File: config.mk
export PLATFORM = sky130hd
export DESIGN_NAME = vga_timing_gen
export DESIGN_NICKNAME = d
export VERILOG_FILES = /design/src/rtl/vga_pkg.sv /design/src/rtl/vga_axis_cnt.sv /design/src/rtl/vga_timing_gen.sv
export SDC_FILE = /design/constraint.sdc
export NUM_CORES = 1
export LEC_CHECK = 0
export CAP_MARGIN = 20
export CORE_MARGIN = 3
export CORE_UTILIZATION = 52
export DETAILED_ROUTE_END_ITERATION = 16
export PLACE_DENSITY = 0.9
export SLEW_MARGIN = 20
export SYNTH_ARGS = -nofsm -noshare
export SYNTH_HDL_FRONTEND = slang
export SYNTH_HIERARCHICAL = 1
export SYNTH_SLANG_ARGS = --single-unit
File: constraint.sdc
create_clock -name clk -period 2.9 [get_ports clk]
set_input_delay 0.58 -clock clk [delete_from_list [all_inputs] [get_ports clk]]
set_output_delay 0.58 -clock clk [all_outputs]
set_load 0.05 [all_outputs]
File: src/rtl/vga_pkg.sv
// Shared 640x480@60 VGA timing constants and coordinate type.
// Imported by the timing generator and the board renderer.
package vga_pkg;

    localparam int COORD_W = 10;

    typedef logic [COORD_W-1:0] coord_t;

    localparam int H_ACTIVE = 640;
    localparam int H_FP     = 16;
    localparam int H_SYNC   = 96;
    localparam int H_BP     = 48;
    localparam int H_TOTAL  = H_ACTIVE + H_FP + H_SYNC + H_BP;

    localparam int V_ACTIVE = 480;
    localparam int V_FP     = 10;
    localparam int V_SYNC   = 2;
    localparam int V_BP     = 33;
    localparam int V_TOTAL  = V_ACTIVE + V_FP + V_SYNC + V_BP;

    function automatic coord_t to_coord(input int v);
        return coord_t'(v);
    endfunction

endpackage

File: src/rtl/vga_axis_cnt.sv
// One VGA axis: wrap counter plus registered sync and visible decodes.
// Decodes are taken from the next count so they align with cnt.
module vga_axis_cnt
    import vga_pkg::*;
#(
    parameter int TOTAL      = H_TOTAL,
    parameter int SYNC_START = H_ACTIVE + H_FP,
    parameter int SYNC_END   = H_ACTIVE + H_FP + H_SYNC - 1,
    parameter int ACTIVE     = H_ACTIVE
) (
    input  logic               clk,
    input  logic               rst_n,
    input  logic               en,
    input  logic               inc,
    output logic [COORD_W-1:0] cnt,
    output logic               wrap,
    output logic               sync_n,
    output logic               vis
);

    localparam coord_t LAST = to_coord(TOTAL - 1);
    localparam coord_t S0   = to_coord(SYNC_START);
    localparam coord_t S1   = to_coord(SYNC_END);
    localparam coord_t ACT  = to_coord(ACTIVE);

    logic [COORD_W-1:0] cnt_q;
    logic [COORD_W-1:0] cnt_d;
    logic               sync_n_q;
    logic               sync_n_d;
    logic               vis_q;
    logic               vis_d;

    // Next count (wrap on compare) and the decodes of that next count
    always_comb begin
        cnt_d = cnt_q;
        if (en && inc) begin
            cnt_d = (cnt_q == LAST) ? '0 : cnt_q + 1'b1;
        end
        sync_n_d = !((cnt_d >= S0) && (cnt_d <= S1));
        vis_d    = (cnt_d < ACT);
    end

    // Count and decodes share one register stage
    always_ff @(posedge clk or negedge rst_n) begin
        if (!rst_n) begin
            cnt_q    <= LAST;
            sync_n_q <= 1'b1;
            vis_q    <= 1'b0;
        end else begin
            cnt_q    <= cnt_d;
            sync_n_q <= sync_n_d;
            vis_q    <= vis_d;
        end
    end

    assign cnt    = cnt_q;
    assign wrap   = (cnt_q == LAST);
    assign sync_n = sync_n_q;
    assign vis    = vis_q;

endmodule

File: src/rtl/vga_timing_gen.sv
// 640x480@60 timing from the 25 MHz vgaHz level, on the 100 MHz clock.
// VGA_TIMING_FRAME_CNT_EN adds an 8-bit frame counter output.
module vga_timing_gen
    import vga_pkg::*;
#(
    parameter int P_H_ACTIVE = H_ACTIVE,
    parameter int P_H_FP     = H_FP,
    parameter int P_H_SYNC   = H_SYNC,
    parameter int P_H_BP     = H_BP,
    parameter int P_V_ACTIVE = V_ACTIVE,
    parameter int P_V_FP     = V_FP,
    parameter int P_V_SYNC   = V_SYNC,
    parameter int P_V_BP     = V_BP
) (
    input  logic               clk,
    input  logic               rst_n,
    input  logic               vga_clk,
    output logic               pix_tick,
    output logic [COORD_W-1:0] hcount,
    output logic [COORD_W-1:0] vcount,
    output logic               hsync,
    output logic               vsync,
    output logic               active,
    output logic               frame_start
`ifdef VGA_TIMING_FRAME_CNT_EN
    ,
    output logic [7:0]         frame_cnt
`endif
);

    localparam int H_TOT = P_H_ACTIVE + P_H_FP + P_H_SYNC + P_H_BP;
    localparam int H_SS  = P_H_ACTIVE + P_H_FP;
    localparam int H_SE  = H_SS + P_H_SYNC - 1;
    localparam int V_TOT = P_V_ACTIVE + P_V_FP + P_V_SYNC + P_V_BP;
    localparam int V_SS  = P_V_ACTIVE + P_V_FP;
    localparam int V_SE  = V_SS + P_V_SYNC - 1;

    logic vga_clk_q;
    logic pix_tick_q;
    logic pix_tick_d;
    logic frame_start_q;
    logic frame_start_d;
    logic h_wrap;
    logic v_wrap;
    logic h_vis;
    logic v_vis;
    logic v_en;

    // Rising edge of vgaHz and the (799,524)->(0,0) transition
    always_comb begin
        pix_tick_d    = vga_clk & ~vga_clk_q;
        frame_start_d = pix_tick_q & h_wrap & v_wrap;
    end

    // Edge detector state, pixel tick and frame pulse
    always_ff @(posedge clk or negedge rst_n) begin
        if (!rst_n) begin
            vga_clk_q     <= 1'b1;
            pix_tick_q    <= 1'b0;
            frame_start_q <= 1'b0;
        end else begin
            vga_clk_q     <= vga_clk;
            pix_tick_q    <= pix_tick_d;
            frame_start_q <= frame_start_d;
        end
    end

    assign v_en = pix_tick_q & h_wrap;

    vga_axis_cnt #(
        .TOTAL      (H_TOT),
        .SYNC_START (H_SS),
        .SYNC_END   (H_SE),
        .ACTIVE     (P_H_ACTIVE)
    ) u_h (
        .clk    (clk),
        .rst_n  (rst_n),
        .en     (pix_tick_q),
        .inc    (1'b1),
        .cnt    (hcount),
        .wrap   (h_wrap),
        .sync_n (hsync),
        .vis    (h_vis)
    );

    vga_axis_cnt #(
        .TOTAL      (V_TOT),
        .SYNC_START (V_SS),
        .SYNC_END   (V_SE),
        .ACTIVE     (P_V_ACTIVE)
    ) u_v (
        .clk    (clk),
        .rst_n  (rst_n),
        .en     (v_en),
        .inc    (1'b1),
        .cnt    (vcount),
        .wrap   (v_wrap),
        .sync_n (vsync),
        .vis    (v_vis)
    );

    assign pix_tick    = pix_tick_q;
    assign active      = h_vis & v_vis;
    assign frame_start = frame_start_q;

`ifdef VGA_TIMING_FRAME_CNT_EN
    logic [7:0] frame_cnt_q;
    logic [7:0] frame_cnt_d;

    // Frame count steps on the same edge that raises frame_start
    always_comb begin
        frame_cnt_d = frame_cnt_q;
        if (frame_start_d) begin
            frame_cnt_d = frame_cnt_q + 8'd1;
        end
    end

    // Frame counter register
    always_ff @(posedge clk or negedge rst_n) begin
        if (!rst_n) begin
            frame_cnt_q <= 8'd0;
        end else begin
            frame_cnt_q <= frame_cnt_d;
        end
    end

    assign frame_cnt = frame_cnt_q;
`else
    // Frame counter not built in this configuration
`endif

endmodule
==> flow_summary.html <==
<table>
<tr><th>Metric</th><th>Value</th></tr>
<tr><th colspan="2">Finish</th></tr>
<tr><td>Most common cell after layout, fill and taps aside</td><td>sky130_fd_sc_hd__clkdlybuf4s50_1</td></tr>
<tr><td>Count of inserted antenna diode cells</td><td>0</td></tr>
<tr><td>Area added between synthesis and finish</td><td>20.7%</td></tr>
<tr><td>Layout cell share with drive strength beyond 1</td><td>15.7%</td></tr>
<tr><td>Number of standard cells in the layout, taps in and fillers out</td><td>246</td></tr>
<tr><td>Final #Nets</td><td>211</td></tr>
<tr><td>Leading cell types in the layout, fill and taps excluded</td><td>sky130_fd_sc_hd__clkdlybuf4s50_1 (27), sky130_fd_sc_hd__nor2_1 (16), sky130_fd_sc_hd__nand2_1 (15)</td></tr>
<tr><th colspan="2">Clock tree</th></tr>
<tr><td>Hold_buf cts</td><td>0</td></tr>
<tr><td>Number of gates given a new drive strength after cts</td><td>0</td></tr>
<tr><td>Clock latency on the worst-skew pair</td><td>340 ps</td></tr>
<tr><td>Clock tree from TritonCTS</td><td>done</td></tr>
<tr><td>Clock tree root buffer cell</td><td>sky130_fd_sc_hd__clkbuf_4</td></tr>
<tr><td>Post-CTS clock slew at the launch and capture registers of the worst setup and hold paths</td><td>160 ps</td></tr>
<tr><td>CTS sink cnt</td><td>27</td></tr>
<tr><td>Post CTS Setup Buffer Count</td><td>0</td></tr>
<tr><td>H-tree Lvls</td><td>1</td></tr>
<tr><td>Clock buffers created by TritonCTS</td><td>3</td></tr>
<tr><td>Clock tree buffer depth</td><td>2</td></tr>
<tr><th colspan="2">Timing</th></tr>
<tr><td>Final slew viol count</td><td>0</td></tr>
<tr><td>RSZ-0062 raised after global routing</td><td>false</td></tr>
<tr><td>Crit share post-route</td><td>92.6%</td></tr>
<tr><td>Skew final</td><td>5.55 ps</td></tr>
<tr><td>Max-slew headroom</td><td>64.0%</td></tr>
<tr><td>Timing-limited maximum frequency</td><td>373 MHz</td></tr>
<tr><td>Transition at the pin with the smallest max-transition slack</td><td>539 ps</td></tr>
<tr><td>Final worst path period need</td><td>2680 ps</td></tr>
<tr><td>Final count of negative-setup-slack endpoints</td><td>0</td></tr>
<tr><td>PnR worst setup slack</td><td>216 ps</td></tr>
<tr><td>Number of endpoints with negative hold slack in the final report</td><td>0</td></tr>
<tr><td>Worst hold slack</td><td>514 ps</td></tr>
<tr><td>Post-route setup TNS</td><td>0 ps</td></tr>
<tr><th colspan="2">Critical path</th></tr>
<tr><td>Worst setup endpoint</td><td>u_v/vis</td></tr>
<tr><td>Number of cells on the worst reg-to-reg path</td><td>9</td></tr>
<tr><td>Most used cell, CP</td><td>sky130_fd_sc_hd__nor2_1</td></tr>
<tr><td>Largest delay share family, worst path</td><td>simple AND/OR/NAND/NOR gates</td></tr>
<tr><td>Critical Path Max Stage Delay</td><td>620 ps</td></tr>
<tr><td>Crit. Startpoint</td><td>u_h/cnt[0]</td></tr>
<tr><td>Library cell contributing the largest single delay on the critical path</td><td>sky130_fd_sc_hd__dfstp_2</td></tr>
<tr><td>Worst Path Arrival</td><td>2930 ps</td></tr>
<tr><td>Largest fanout of any net on the critical path</td><td>7</td></tr>
<tr><td>Reg-to-reg slack, setup</td><td>220 ps</td></tr>
<tr><td>Buf+Inv Stages, Crit Path</td><td>1</td></tr>
<tr><td>Type of element capturing the critical path</td><td>flop</td></tr>
<tr><td>CP startpoint kind</td><td>flop</td></tr>
<tr><td>FF-to-FF End</td><td>u_v/vis</td></tr>
<tr><td>Crit path kind</td><td>reg -&gt; reg</td></tr>
<tr><td>RR Startpoint</td><td>u_h/cnt[0]</td></tr>
<tr><td>Cells along the critical path</td><td>ha_1 &gt; inv_1 &gt; nor3_1 &gt; and2_1 &gt; nand4_1 &gt; nor4_1 &gt; xnor2_1 &gt; nor2_1 &gt; nor2_1</td></tr>
<tr><td>Number of stages on the worst setup path</td><td>9</td></tr>
<tr><td>WP data required</td><td>3150 ps</td></tr>
<tr><th colspan="2">Route</th></tr>
<tr><td>Antenna Nets Post-Route</td><td>0</td></tr>
<tr><td>Pre-antenna DRT Iters</td><td>4</td></tr>
<tr><td>Detailed Route WL</td><td>3890 um</td></tr>
<tr><td>Detailed-route via count</td><td>1433</td></tr>
<tr><td>Post-route DRC violation count</td><td>0</td></tr>
<tr><td>Drt via density</td><td>5.83</td></tr>
<tr><td>Average routed wire per standard cell</td><td>15.8 um</td></tr>
<tr><td>DRC marker count from the first detailed-route iteration</td><td>72</td></tr>
<tr><th colspan="2">Place</th></tr>
<tr><td>Post-Place Worst Slack</td><td>377 ps</td></tr>
<tr><td>Routability congestion estimate</td><td>0.907</td></tr>
<tr><td>Placed Instances</td><td>242</td></tr>
<tr><td>Port-buffer cells</td><td>27</td></tr>
<tr><td>Post-detail-place hpwl</td><td>2780 um</td></tr>
<tr><th colspan="2">Power</th></tr>
<tr><td>Seq pwr share</td><td>54.0%</td></tr>
<tr><td>Worst ir drop on vdd</td><td>0.000315 V</td></tr>
<tr><td>P per Cell Area</td><td>424 nW/um^2</td></tr>
<tr><td>Cell internal power dissipation</td><td>0.541 mW</td></tr>
<tr><td>Static leakage</td><td>0.758 nW</td></tr>
<tr><td>Combinational cell fraction of total power</td><td>24.6%</td></tr>
<tr><td>Clock power share</td><td>21.4%</td></tr>
<tr><td>Total Power</td><td>0.843 mW</td></tr>
<tr><td>Sw Share</td><td>35.8%</td></tr>
<tr><td>Psw</td><td>0.302 mW</td></tr>
<tr><th colspan="2">Floorplanning</th></tr>
<tr><td>Overall die width</td><td>62.3 um</td></tr>
<tr><td>Initial Util</td><td>57.3%</td></tr>
<tr><td>Full die area</td><td>3880 um^2</td></tr>
<tr><td>Number of primary I/O pins</td><td>28</td></tr>
<tr><td>Standard-cell row count</td><td>19</td></tr>
<tr><td>CORE AREA</td><td>2880 um^2</td></tr>
<tr><td>Vert. Die Dim</td><td>62.3 um</td></tr>
<tr><th colspan="2">Synth</th></tr>
<tr><td>FFs w/ async S/R, synth</td><td>100%</td></tr>
<tr><td>Warnings from Yosys</td><td>6</td></tr>
<tr><td>Sequential cell area fraction in the yosys report</td><td>42.0%</td></tr>
<tr><td>Cell variety after synth</td><td>51</td></tr>
<tr><td>Most instantiated flip-flop cell in the synthesis netlist</td><td>sky130_fd_sc_hd__dfrtp_1</td></tr>
<tr><td>Xor and xnor area share after synthesis</td><td>7.97%</td></tr>
<tr><td>Adder and majority gate portion of the synthesized area</td><td>2.28%</td></tr>
<tr><td>Per-instance average area after synthesis</td><td>9.64 um^2</td></tr>
<tr><td>Basic-gate share of the synthesized area counting and, or, nand and nor cells</td><td>31.3%</td></tr>
<tr><td>Area fraction in compound gates after synthesis</td><td>11.3%</td></tr>
<tr><td>Combinational family with the most area after synthesis</td><td>simple AND/OR/NAND/NOR gates</td></tr>
<tr><td>Number of enable-type register cells in the synthesized netlist</td><td>0</td></tr>
<tr><td>Post-Synthesis Cells</td><td>171</td></tr>
<tr><td>Portion of netlist area occupied by mux cells</td><td>0%</td></tr>
<tr><td>Flip-flop and latch count after synthesis</td><td>27</td></tr>
<tr><td>Combined area of all synthesized cells</td><td>1650 um^2</td></tr>
<tr><th colspan="2">Run</th></tr>
<tr><td>Maxcap violations</td><td>0</td></tr>
<tr><th colspan="2">Global route</th></tr>
<tr><td>Wire length of the first global-routing pass</td><td>6640 um</td></tr>
<tr><td>Tot GR Track Use</td><td>21.0%</td></tr>
<tr><td>Remaining Overflow, GRT</td><td>0</td></tr>
<tr><td>Via count of the first global-routing pass</td><td>1378</td></tr>
<tr><td>Number of antenna violations at the first check in global routing</td><td>0</td></tr>
<tr><td>Maximum number of pins on one net before global-route repair</td><td>28</td></tr>
<tr><th colspan="2">Outcome</th></tr>
<tr><td>Run status</td><td>complete, no violations</td></tr>
<tr><th colspan="2">Min path</th></tr>
<tr><td>Min-delay worst type</td><td>reg -&gt; reg</td></tr>
</table>
## metrics by stage
| stage | util (%) | area (um^2) |
|---|---|---|
| 2_1_floorplan | - | 1680 |
| 3_3_place_gp | 68.0 | 1960 |
| 3_5_place_dp | 68.0 | 1960 |
| 4_1_cts | 69.1 | 1990 |
| 5_1_grt | 69.1 | 1990 |
| 6_report | 69.1 | 1990 |
## routing by layer
metal	GRT usage [%]	wire length, um
met5	0	0
met4	7.71	97
met3	3.24	268
met2	34.4	1860
met1	28.3	1660
## how the worst min path moves through the flow
stage | from | endpoint | slack (ps) | cells after the start
2_1_floorplan | rst_n | frame_start | 280 | 0
3_3_place_gp | vga_clk_q | pix_tick | 470 | 1
6_report | vga_clk_q | pix_tick | 510 | 1
5_1_grt | vga_clk_q | pix_tick | 550 | 1
3_5_place_dp | vga_clk_q | pix_tick | 480 | 1
4_1_cts | vga_clk_q | pix_tick | 520 | 1
## synthesized netlist by cell type, types with 3 or more instances
master / instances / area (um^2)
sky130_fd_sc_hd__or3_1: 5 / 31.3
sky130_fd_sc_hd__nand3_1: 5 / 25.0
sky130_fd_sc_hd__inv_1: 8 / 30.0
sky130_fd_sc_hd__a31oi_1: 3 / 18.8
sky130_fd_sc_hd__nor3_1: 10 / 50.1
sky130_fd_sc_hd__nand2_1: 15 / 56.3
sky130_fd_sc_hd__ha_1: 3 / 37.5
sky130_fd_sc_hd__a21oi_1: 5 / 25.0
sky130_fd_sc_hd__nor2_1: 16 / 60.1
sky130_fd_sc_hd__and2_1: 4 / 25.0
sky130_fd_sc_hd__nand4_1: 4 / 25.0
sky130_fd_sc_hd__xnor2_1: 9 / 78.8
sky130_fd_sc_hd__nor4_1: 3 / 18.8
sky130_fd_sc_hd__dfstp_2: 13 / 342
sky130_fd_sc_hd__o21ai_0: 3 / 15.0
sky130_fd_sc_hd__xor2_1: 6 / 52.6
sky130_fd_sc_hd__dfrtp_1: 14 / 350
## layout make-up
| cell class | count | area (um^2) |
|---|---|---|
| multi-input combinational | 137 | 905 |
| inverter | 8 | 30.0 |
| clock buffer | 3 | 22.5 |
| tap | 42 | 52.6 |
| clock inverter | 1 | 8.76 |
| sequential | 27 | 692 |
| fill | 218 | 888 |
| timing repair buffer | 28 | 278 |
## state kept, by name (all words and copies together), names as in the netlist
signal and count:
u_v/cnt 10, frame_start 1, u_v/vis 1, u_v/sync_n 1
u_h/sync_n 1, pix_tick 1, u_h/vis 1, u_h/cnt 10
vga_clk_q 1
## cell families after synthesis
logic type,count (synthesis)
compound gates,26
fa+ha+maj,3
other cells,1
simple gates,84
xor+xnor,15
buf+inv,15
flops,27
## power groups by stage
stage          logic [mW]  clock network, mW  registers, mW
2_1_floorplan      0.0653                  0          0.536
3_3_place_gp        0.203                  0          0.456
3_5_place_dp        0.208                  0          0.460
4_1_cts             0.209              0.184          0.455
5_1_grt             0.222              0.198          0.460
6_report            0.207              0.180          0.455
Power figures use the tool's default switching activity.
==> patch 1: new RTL, same flow settings <==
Build with the macro `VGA_TIMING_FRAME_CNT_EN` defined.
--- a/src/rtl/vga_timing_gen.sv
+++ b/src/rtl/vga_timing_gen.sv
@@ -1,4 +1,6 @@
 // 640x480@60 timing from the 25 MHz vgaHz level, on the 100 MHz clock.
 // VGA_TIMING_FRAME_CNT_EN adds an 8-bit frame counter output.
+`define VGA_TIMING_FRAME_CNT_EN
+
 module vga_timing_gen
     import vga_pkg::*;
Check against the original RTL (old outputs only; new: frame_cnt): equivalent (Yosys induction, for registers that start in step).
==> patch 1 against the original RTL <==
Clock skew grew 0.0022 ns; utilization is 2.7 points higher; synthesized area grew 22%; sequential share of layout area rose by 0.50 points; setup slack better by 0.24 ns; final cell count is 19% higher; via count grew 16%; synthesized cell count increased by 18%; design area is 27% higher; wire length grew 8.4%; sequential cell count is 8 higher; total power up 43%; fmax is 9.8% higher; critical endpoint is now u_v/sync_n$_DFF_PN1_; largest power group unchanged.
==> patch 1: results (changes against the original RTL) <==
| Metric | Value |
|---|---|
| Met3 Resource Use GR | `5.91% (+2.7 points)` |
| Placed cells | `285 (+18%)` |
| Clock Power | `0.435 mW (+140%)` |
| Largest net degree at the start of global routing | `36 (+29%)` |
| Total CTS buffers | `5 (+2)` |
| Drt wl/cell | `14.4 µm (-9.0%)` |
| Post-Route M1 WL | `1.91 mm (+15%)` |
| Buffers on Ports | `35 (+30%)` |
| DP Worst Slack | `0.465 ns (+0.0886 ns)` |
| Nets | `253 (+20%)` |
| CTS Root Cell | `clkbuf_8` |
| H-tree Lvls | `2 (+1)` |
| Clk_skew | `0.00775 ns (+0.00221 ns)` |
| Met2 WL | `1.99 mm (+7.2%)` |
| Metal3 WL | `300 µm (+12%)` |
| First-pass GRT wire length | `7.13 mm (+7.4%)` |
| Peak VDD IR | `0.333 mV (+5.6%)` |
| Worst slew pin tran | `0.518 ns (-0.0210 ns)` |
| Clk_lat worst skew | `0.29 ns (-0.05 ns)` |
| Clock Pin Slew Worst Setup and Hold Paths | `0.07 ns (-0.09 ns)` |
| Met1 usage | `27.0% (-1.3 points)` |
| GRT Resource Usage Total | `20.6% (-0.45 points)` |
| Met2 Use GR | `32.3% (-2.2 points)` |
| Ys async rst share | `100% (unchanged)` |
| Via count | `1667 (+16%)` |
| Cells after Synth | `201 (+18%)` |
| Placed Instance Area | `2410 µm² (+23%)` |
| Routability cong. | `0.896 (-1.2%)` |
| Run status | `completed` |
| Top cell types by occurrence after synthesis | `dfrtp_1 (22), nand2_1 (19), nor2_1 (17)` |
| Worst-path fanout max | `11 (+4)` |
| DP HPWL | `2.97 mm (+6.6%)` |
| Area contributors post-synth | `dfrtp_1 (27%), dfstp_2 (17%), xnor2_1 (6.1%)` |
| Number of global-route vias before repair | `1548 (+12%)` |
| Vias/cell | `5.69 (-2.3%)` |
| Leakage power total | `1.01 nW (+33%)` |
patch 1: changes by cell type in the layout (fill, tap and decap cells not counted), moves of 3 or more:
cell             before  now
clkdlybuf4s50_1      27   35
dfrtp_1              14   22
clkbuf_8              0    5
xnor2_1               9   14
nand2_1              15   19
clkbuf_4              3    0
nand4_1               4    7
patch 1: layout make-up:
class                           instances  area [µm²]
Sequential cell                        35         892
Clock inverter                          3        43.8
Multi-Input combinational cell        157        1060
Tap cell                               46        57.6
Clock buffer                            5        68.8
Timing Repair Buffer                   37         365
Inverter                               10        37.5
Fill cell                             270         993
patch 1: final timing paths:
check / startpoint / to / slack [ns] / cells past startpoint
setup / recovery: u_h/cnt[0]$_DFF_PN1_ / u_v/sync_n$_DFF_PN1_ / 0.46 / 8
hold / removal: frame_cnt[7]$_DFFE_PN0P_ / frame_cnt[7]$_DFFE_PN0P_ / 0.48 / 1
setup reg to reg: u_h/cnt[0]$_DFF_PN1_ / u_v/sync_n$_DFF_PN1_ / 0.46 / 8
hold reg to reg: frame_cnt[7]$_DFFE_PN0P_ / frame_cnt[7]$_DFFE_PN0P_ / 0.48 / 1
max in group asynchronous: rst_n / u_v/cnt[2]$_DFF_PN1_ / 1.85 / 2
min in group asynchronous: rst_n / u_h/vis$_DFF_PN0_ / 0.71 / 2
patch 1: critical path, cell delays in order, from the launching register on:
cell	delay, ns
dfstp_2	0.58
ha_1	0.27
inv_1	0.06
nor3_1	0.24
and2_1	0.21
nand2_1	0.24
or3_1	0.43
a21oi_1	0.19
nand4_1	0.11
patch 1: cell families after synthesis:
logic type / synth area share [%]
xor+xnor: 9.57
buf+inv: 4.41
flops: 44.3
fa+ha+maj: 2.49
compound gates: 9.26
simple gates: 29.8
other cells: 0.186
==> patch 2: new RTL, same settings <==
Without the edit above. Remove the register `frame_start_q`: a continuous assignment takes its place, so the output `frame_start` follows one clock earlier.
--- a/src/rtl/vga_timing_gen.sv
+++ b/src/rtl/vga_timing_gen.sv
@@ -58,11 +58,11 @@
             vga_clk_q     <= 1'b1;
             pix_tick_q    <= 1'b0;
-            frame_start_q <= 1'b0;
         end else begin
             vga_clk_q     <= vga_clk;
             pix_tick_q    <= pix_tick_d;
-            frame_start_q <= frame_start_d;
         end
     end
+
+    assign frame_start_q = frame_start_d;
 
     assign v_en = pix_tick_q & h_wrap;
Function: changed (a bounded check fails within 4 cycles, from zero or initial values and one cycle with rst_n low).
==> patch 2 against the original RTL <==
Sequential cell count shrank 1; largest power group unchanged; largest cell class unchanged; design area shrank 1.2%; total power shrank 1.2%; count of clock-buffer cells in the layout grew 1; via count shrank 2.5%; synthesized area shrank 1.5%; wire length shrank 10%; critical path type is now reg2out; setup slack lost 0.032 ns; clock skew shrank 0.0017 ns.
==> patch 2: results (changes against the original RTL) <==
| Metric | Value |
|---|---|
| Worst slew pin tran | `0.531 ns (-0.00762 ns)` |
| WL final | `3.49 mm (-10%)` |
| Worst r2r path cells | `8 (-1)` |
| Run status | `completed` |
| Fraction of layout cells with a size suffix above 1 | `16.3% (+0.57 points)` |
| Met2 Use GR | `29.7% (-4.7 points)` |
| First-pass GRT wire length | `5.64 mm (-15%)` |
| Nets | `210 (-0.47%)` |
| Initial DRC Count | `147 (+100%)` |
| Slowest cell on crit path | `or4_4` |
| Number of global-route vias before repair | `1228 (-11%)` |
| Most used DFF post-synth | `dfstp_2` |
| Internal Pwr Total | `0.546 mW (+1.1%)` |
| Leakage power total | `0.752 nW (-0.87%)` |
| CP peak stage delay | `0.52 ns (-0.10 ns)` |
| Clk_lat worst skew | `0.32 ns (-0.02 ns)` |
| Clk_skew | `0.00385 ns (-0.00169 ns)` |
| Crit Reg-Reg Endpoint | `u_v/sync_n$_DFF_PN1_` |
| Area contributors post-synth | `dfstp_2 (21%), dfrtp_1 (20%), xnor2_1 (4.9%)` |
| GRT Resource Usage Total | `19.7% (-1.3 points)` |
| Worst reg2reg setup slack | `0.33 ns (+0.11 ns)` |
| Met3 Resource Use GR | `3.72% (+0.48 points)` |
| Metal3 WL | `177 µm (-34%)` |
| Placed Instance Area | `1930 µm² (-1.5%)` |
| Via count | `1397 (-2.5%)` |
| Clock Pin Slew Worst Setup and Hold Paths | `0.14 ns (-0.02 ns)` |
| Crit path from | `u_v/cnt[0]$_DFF_PN0_` |
| Peak VDD IR | `0.337 mV (+6.8%)` |
| Met1 usage | `29.0% (+0.69 points)` |
| Routability cong. | `0.965 (+6.5%)` |
| Largest net degree at the start of global routing | `27 (-3.6%)` |
| Critical path arrival | `2.14 ns (-0.79 ns)` |
patch 2: worst max-delay path: cells and delay by family, from the launching register on:
kind	cells	cell delay, ns
buffers and inverters	3	0.34
and+or+nand+nor	3	0.82
adders and majority gates	1	0.15
DFF	1	0.51
patch 2: area by class of cell:
cell class / count / area, µm²
Multi-Input combinational cell: 137 / 905
Timing Repair Buffer: 28 / 288
Clock buffer: 4 / 36.3
Inverter: 8 / 30.0
Fill cell: 220 / 888
Tap cell: 31 / 38.8
Sequential cell: 26 / 667
patch 2: kinds of logic after synthesis:
family / count (synthesis) / share of synthesized area [%]
AND/OR/NAND/NOR: 84 / 31.8
buffers and inverters: 15 / 5.01
AO/OA/AOI/OAI: 26 / 11.5
adder cells (fa/ha/maj): 3 / 2.31
XOR/XNOR: 15 / 8.10
flip-flops: 26 / 41.1
other: 1 / 0.231
patch 2: metrics by stage:
stage	power, mW	utilization (%)	instances	hold WS [ns]	setup WS (ns)
global route	0.875	68.9	234	0.551	0.0534
detailed placement	0.653	67.6	230	0.486	0.380
floorplan	0.587	-	178	0.284	0.211
CTS	0.842	68.9	234	0.519	0.176
global placement	0.646	67.6	230	0.474	0.487
finish	0.832	68.9	234	0.515	0.184
patch 2: worst max path at each step:
stage	end	slack (ns)	depth (start not counted)
floorplan	frame_start	0.21	7
global placement	u_v/sync_n$_DFF_PN1_	0.49	8
detailed placement	u_v/sync_n$_DFF_PN1_	0.38	8
CTS	frame_start	0.18	7
global route	frame_start	0.05	7
finish	frame_start	0.18	7
patch 2: power groups by stage:
stage | Combinational, mW | Sequential, mW | Clock [mW]
floorplan | 0.0653 | 0.521 | 0
CTS | 0.204 | 0.443 | 0.194
detailed placement | 0.203 | 0.450 | 0
finish | 0.204 | 0.443 | 0.185
global placement | 0.203 | 0.443 | 0
global route | 0.218 | 0.449 | 0.208
